<file path="src/rtl/secuenciador_operandos.sv">
// Operand sequencer: loads three operands for the OPERACIONES unit, waits LATENCIA
// cycles, then captures the result and hands it downstream with a valid/ready handshake.
module secuenciador_operandos #(
  parameter int unsigned LATENCIA = 1  // legal range 1..7
) (
  input  logic       clk,
  input  logic       reset_n,
  input  logic [5:0] dato_in,
  input  logic       dato_valido,
  output logic       dato_listo,
  input  logic       cancelar,
  output logic [5:0] operando1,
  output logic [5:0] operando2,
  output logic [5:0] operando3,
  input  logic [5:0] resultado_operacion,
  input  logic       salidawar1,
  input  logic [2:0] salidawar2,
  output logic [5:0] resultado_out,
  output logic       war1_out,
  output logic [2:0] war2_out,
  output logic       resultado_valido,
  input  logic       resultado_listo,
  output logic       ocupado,
  output logic [7:0] contador_ops
);

  typedef enum logic [2:0] {
    CARGA1  = 3'd0,
    CARGA2  = 3'd1,
    CARGA3  = 3'd2,
    ESPERA  = 3'd3,
    ENTREGA = 3'd4
  } estado_e;

  localparam logic [2:0] LAT = 3'(LATENCIA);

  estado_e     estado_reg, estado_next;
  logic [2:0]  cnt_reg, cnt_next;
  logic [2:0]  carga_en;
  logic        captura;
  logic        handshake;
  logic [17:0] operandos;
  logic [5:0]  resultado_reg;
  logic        war1_reg;
  logic [2:0]  war2_reg;
  logic        valido_reg;
  logic [7:0]  contador_reg;

  // State register
  always_ff @(posedge clk or negedge reset_n) begin
    if (!reset_n) begin
      estado_reg <= CARGA1;
    end else begin
      estado_reg <= estado_next;
    end
  end

  // Next-state logic; cancelar outranks a simultaneous transfer or capture
  always_comb begin
    estado_next = estado_reg;
    case (estado_reg)
      CARGA1: begin
        if (carga_en[0]) estado_next = CARGA2;
      end
      CARGA2: begin
        if (cancelar)         estado_next = CARGA1;
        else if (carga_en[1]) estado_next = CARGA3;
      end
      CARGA3: begin
        if (cancelar)         estado_next = CARGA1;
        else if (carga_en[2]) estado_next = ESPERA;
      end
      ESPERA: begin
        if (cancelar)     estado_next = CARGA1;
        else if (captura) estado_next = ENTREGA;
      end
      ENTREGA: begin
        if (handshake) estado_next = CARGA1;
      end
      default: estado_next = CARGA1;
    endcase
  end

  // Output/strobe decode; illegal encodings look busy and refuse operands
  always_comb begin
    dato_listo = 1'b0;
    ocupado    = 1'b1;
    carga_en   = 3'b000;
    captura    = 1'b0;
    handshake  = 1'b0;
    case (estado_reg)
      CARGA1: begin
        dato_listo  = 1'b1;
        ocupado     = 1'b0;
        carga_en[0] = dato_valido;
      end
      CARGA2: begin
        dato_listo  = 1'b1;
        carga_en[1] = dato_valido & ~cancelar;
      end
      CARGA3: begin
        dato_listo  = 1'b1;
        carga_en[2] = dato_valido & ~cancelar;
      end
      ESPERA: begin
        captura = ~cancelar & (cnt_reg == 3'd1);
      end
      ENTREGA: begin
        handshake = resultado_listo;
      end
      default: begin
        dato_listo = 1'b0;
      end
    endcase
  end

  // Wait counter: loaded on the operando3 transfer, so capture lands LATENCIA edges later
  always_comb begin
    cnt_next = cnt_reg;
    if (carga_en[2]) begin
      cnt_next = LAT;
    end else if (estado_reg == ESPERA && cnt_reg != 3'd0) begin
      cnt_next = cnt_reg - 3'd1;
    end
  end

  always_ff @(posedge clk or negedge reset_n) begin
    if (!reset_n) begin
      cnt_reg <= 3'd0;
    end else begin
      cnt_reg <= cnt_next;
    end
  end

  genvar gi;
  generate
    for (gi = 0; gi < 3; gi++) begin : g_operando
      logic [5:0] operando_reg;
      always_ff @(posedge clk or negedge reset_n) begin
        if (!reset_n) begin
          operando_reg <= 6'd0;
        end else if (carga_en[gi]) begin
          operando_reg <= dato_in;
        end
      end
      assign operandos[gi*6 +: 6] = operando_reg;
    end
  endgenerate

  assign operando1 = operandos[5:0];
  assign operando2 = operandos[11:6];
  assign operando3 = operandos[17:12];

  // Captured result stays frozen through ENTREGA until the handshake
  always_ff @(posedge clk or negedge reset_n) begin
    if (!reset_n) begin
      resultado_reg <= 6'd0;
      war1_reg      <= 1'b0;
      war2_reg      <= 3'd0;
    end else if (captura) begin
      resultado_reg <= resultado_operacion;
      war1_reg      <= salidawar1;
      war2_reg      <= salidawar2;
    end
  end

  always_ff @(posedge clk or negedge reset_n) begin
    if (!reset_n) begin
      valido_reg   <= 1'b0;
      contador_reg <= 8'd0;
    end else begin
      if (captura) begin
        valido_reg <= 1'b1;
      end else if (handshake) begin
        valido_reg <= 1'b0;
      end
      if (handshake) begin
        contador_reg <= contador_reg + 8'd1;
      end
    end
  end

  assign resultado_out    = resultado_reg;
  assign war1_out         = war1_reg;
  assign war2_out         = war2_reg;
  assign resultado_valido = valido_reg;
  assign contador_ops     = contador_reg;

endmodule
</file>
<file path="config.mk">
export PLATFORM = sky130hd
export DESIGN_NAME = secuenciador_operandos
export DESIGN_NICKNAME = d
export VERILOG_FILES = /design/src/rtl/secuenciador_operandos.sv
export SDC_FILE = /design/constraint.sdc
export NUM_CORES = 1
export LEC_CHECK = 0
export CORE_MARGIN = 4
export CORE_UTILIZATION = 45
export CTS_CLUSTER_DIAMETER = 60
export DETAILED_ROUTE_END_ITERATION = 6
export DONT_BUFFER_PORTS = 1
export GPL_ROUTABILITY_DRIVEN = 0
export HOLD_SLACK_MARGIN = 0.03
export SYNTH_ARGS = -nofsm -noshare
export SYNTH_HDL_FRONTEND = slang
export SYNTH_SLANG_ARGS = --single-unit
</file>
<file path="constraint.sdc">
create_clock -name clk -period 1.5 [get_ports clk]
set_input_delay 0.225 -clock clk [delete_from_list [all_inputs] [get_ports clk]]
set_output_delay 0.225 -clock clk [all_outputs]
set_load 0.03 [all_outputs]
</file>
==> flow_summary.yaml <==
pwr:
  pwr_density_cell_nw_per_um2: 1910
  p_leak_nw: 1.18
  max-vdd-ir-drop_mv: 0.990
final_layout:
  final_common_cell: "dfrtp_1"
  n_fill_cell: 332
  largest_reg_flops: 8
  drive_gt1_share_pct: 42.6
  layout.nets: 193
  n_antenna_cell: 0
  layout-area-overhead-vs-synth_pct: 24.9
  final_cell_mix: "43 x dfrtp_1, 20 x buf_4, 16 x mux2_4, 12 x mux2_1, 11 x nand2_1"
clock_tree:
  clockRootBuffer: "clkbuf_8"
  cts_tree: "built"
  clockBufferDepth: 2
  cts_max_level: 2
  path_clk_slew_ps: 80
  clk_latency_ps: 280
  cts_sinks: 43
  cts_buffers: 5
synth:
  yosys.area_share.simple_pct: 13.6
  synthCells: 134
  synthMuxAreaShare_pct: 19.3
  netlist_area_um2: 1960
  synth_fa_ha_area_share_pct: 2.55
  syn_nets: 159
  yosys.area_share.xor_xnor_pct: 3.57
  synth-seq-cells: 43
  ys.flop_type: "dfrtp_1"
  synth_compound_area_share_pct: 2.68
  async_reset_ff_share_pct: 100
  synth_area_leader_cell: "dfrtp_1"
  netlist-cell-type-count: 34
  ys.warnings.count: 0
  seq_area_frac_synth_pct: 54.8
  synth-edff-count: 0
  syn_area_per_cell_um2: 14.6
  synth_top_area_share_pct: 54.8
  synth_area_leaders: "dfrtp_1 55%, mux2_4 11%, mux2_1 8.0%"
  synth_top_family_by_area: "multiplexers"
global_route:
  met3_usage_pct: 5.81
  grt_first_pass_wirelength_mm: 5.96
  grt_max_degree: 44
  grt_pass1_vias: 1235
  grt_util_met1_pct: 16.8
  grt_overflow: 0
  antenna_found_initial: 0
  met2_usage_pct: 24.1
  grt_use_total_pct: 14.4
  top_usage_layer: "met2"
sta:
  fin_ws_ps: -59.2
  skew_ps: 5.89
  hold_viol: 0
  fin_crit_sh_pct: 104
  fmax_mhz: 641
  rsz0062_at_grt: "yes"
  tns_ps: -384
  period_minus_slack_ps: 1560
  finalSetupViolations: 11
  slew-limit-headroom_pct: 77.0
  finalMaxSlewViolations: 0
  worst_pin_slew_ps: 345
worst_setup_path:
  crit_family: "simple AND/OR/NAND/NOR gates"
  path_common_cell: "buf_6"
  cp_slowest_cell: "or3_4"
  cp-end-kind: "output pin"
  slowest_delay_ps: 410
  crit_required_ps: 1270
  path_buf_inv: 2
  cp.arrival_ps: 1330
  crit_fanout: 2
  cp_cell_sequence: "or3_4 -> buf_6 -> buf_6"
  startpoint_type: "flip-flop"
  critPathKind: "reg2out"
hold_path:
  hold_class: "in2reg"
place:
  pre_cts_slack_ps: -37.0
  port_buffers: 0
  hpwl_mm: 2.65
die:
  dieWidth_um: 74.0
  dieArea_um2: 5480
  core_area_um2: 4120
  io_pins: 60
  rows: 23
  start_util_pct: 47.7
  fp.dieH_um: 74.0
status:
  violations: "negative setup slack"
  status: "complete, but fails checks"
job:
  maxCapViolations: 0
route:
  dr.pass1.iters: 3
  num_vias: 1159
  avgRoutedWirePerCell_um: 18.1
  viasPerCell: 5.29
  drtAntennaViolNets: 0
  wl_mm: 3.96
  drtIter0Drc: 26
  route.detailed.drc: 0
[report_power, final]
group | internal, W | total, W | switching [W] | leakage (nW)
clock | 0.000420 | 0.000775 | 0.000355 | 0.0515
combinational | 0.000749 | 0.00126 | 0.000513 | 0.577
sequential | 0.00157 | 0.00263 | 0.00106 | 0.548
[layer usage]
metal  vias to the layer above  part of all wire [%]
met1                       576                    38
met2                        41                    52
met5                         -                     0
li1                        537                     -
met4                         0                  0.93
met3                         5                   9.1
[what timing repair did]
action / CTS / global route
buffers inserted: 4 / 5
setup endpoints to repair: 12 / 33
gates cloned: 0 / 1
gates resized for setup: 9 / 17
hold endpoints to repair: 45 / 0
hold buffers: 4 / 0
pin swaps: 2 / 11
[cell families after synthesis]
| logic type | Yosys count |
|---|---|
| adder cells (fa/ha/maj) | 4 |
| AO/OA/AOI/OAI | 7 |
| flip-flops | 43 |
| buffers and inverters | 10 |
| multiplexers | 29 |
| XOR/XNOR | 8 |
| AND/OR/NAND/NOR | 33 |
[path summary, 6_finish.rpt]
kind	from	end	slack, ps	cells after the start
worst max-delay path	estado_reg[1]$_DFFE_PN0P_	ocupado	-60	3
worst min-delay path	dato_in[4]	operando3[4]$_DFFE_PN0P_	70	1
worst max register to register	estado_reg[1]$_DFFE_PN0P_	operando1[3]$_DFFE_PN0P_	-50	4
worst min register to register	contador_ops[4]$_DFFE_PN0P_	contador_ops[4]$_DFFE_PN0P_	530	1
max in group asynchronous	reset_n	operando2[1]$_DFFE_PN0P_	880	2
min in group asynchronous	reset_n	cnt_reg[0]$_DFFE_PN0P_	430	2
[layout make-up]
class                      instances  area, um^2  area share (%)
sequential                        43        1080            43.9
multi-input combinational         82         915            37.3
inverter                           5        18.8           0.766
clock buffer                       8         100            4.08
tap                               50        62.6            2.55
timing repair buffer              31         279            11.4
[synth_stat cells (all sizes together), types with 3 or more instances]
library cell and instances:
nor3 3, buf 5, nor2 3, ha 4, xnor2 6, mux2 28, dfrtp 43, inv 5
nand2 11, nand4 5
[through the flow]
stage	hold slack [ps]	instances	total power (W)	utilization, %	instance area (um^2)
2_1_floorplan	-70.6	134	0.00333	-	1960
3_5_place_dp	-69.6	198	0.00361	51.5	2120
6_report	66.0	219	0.00467	59.6	2450
4_1_cts	55.9	214	0.00456	56.8	2340
5_1_grt	50.5	219	0.00491	59.6	2450
3_3_place_gp	-69.6	198	0.00356	51.5	2120
(Power assumes the default switching activity.)
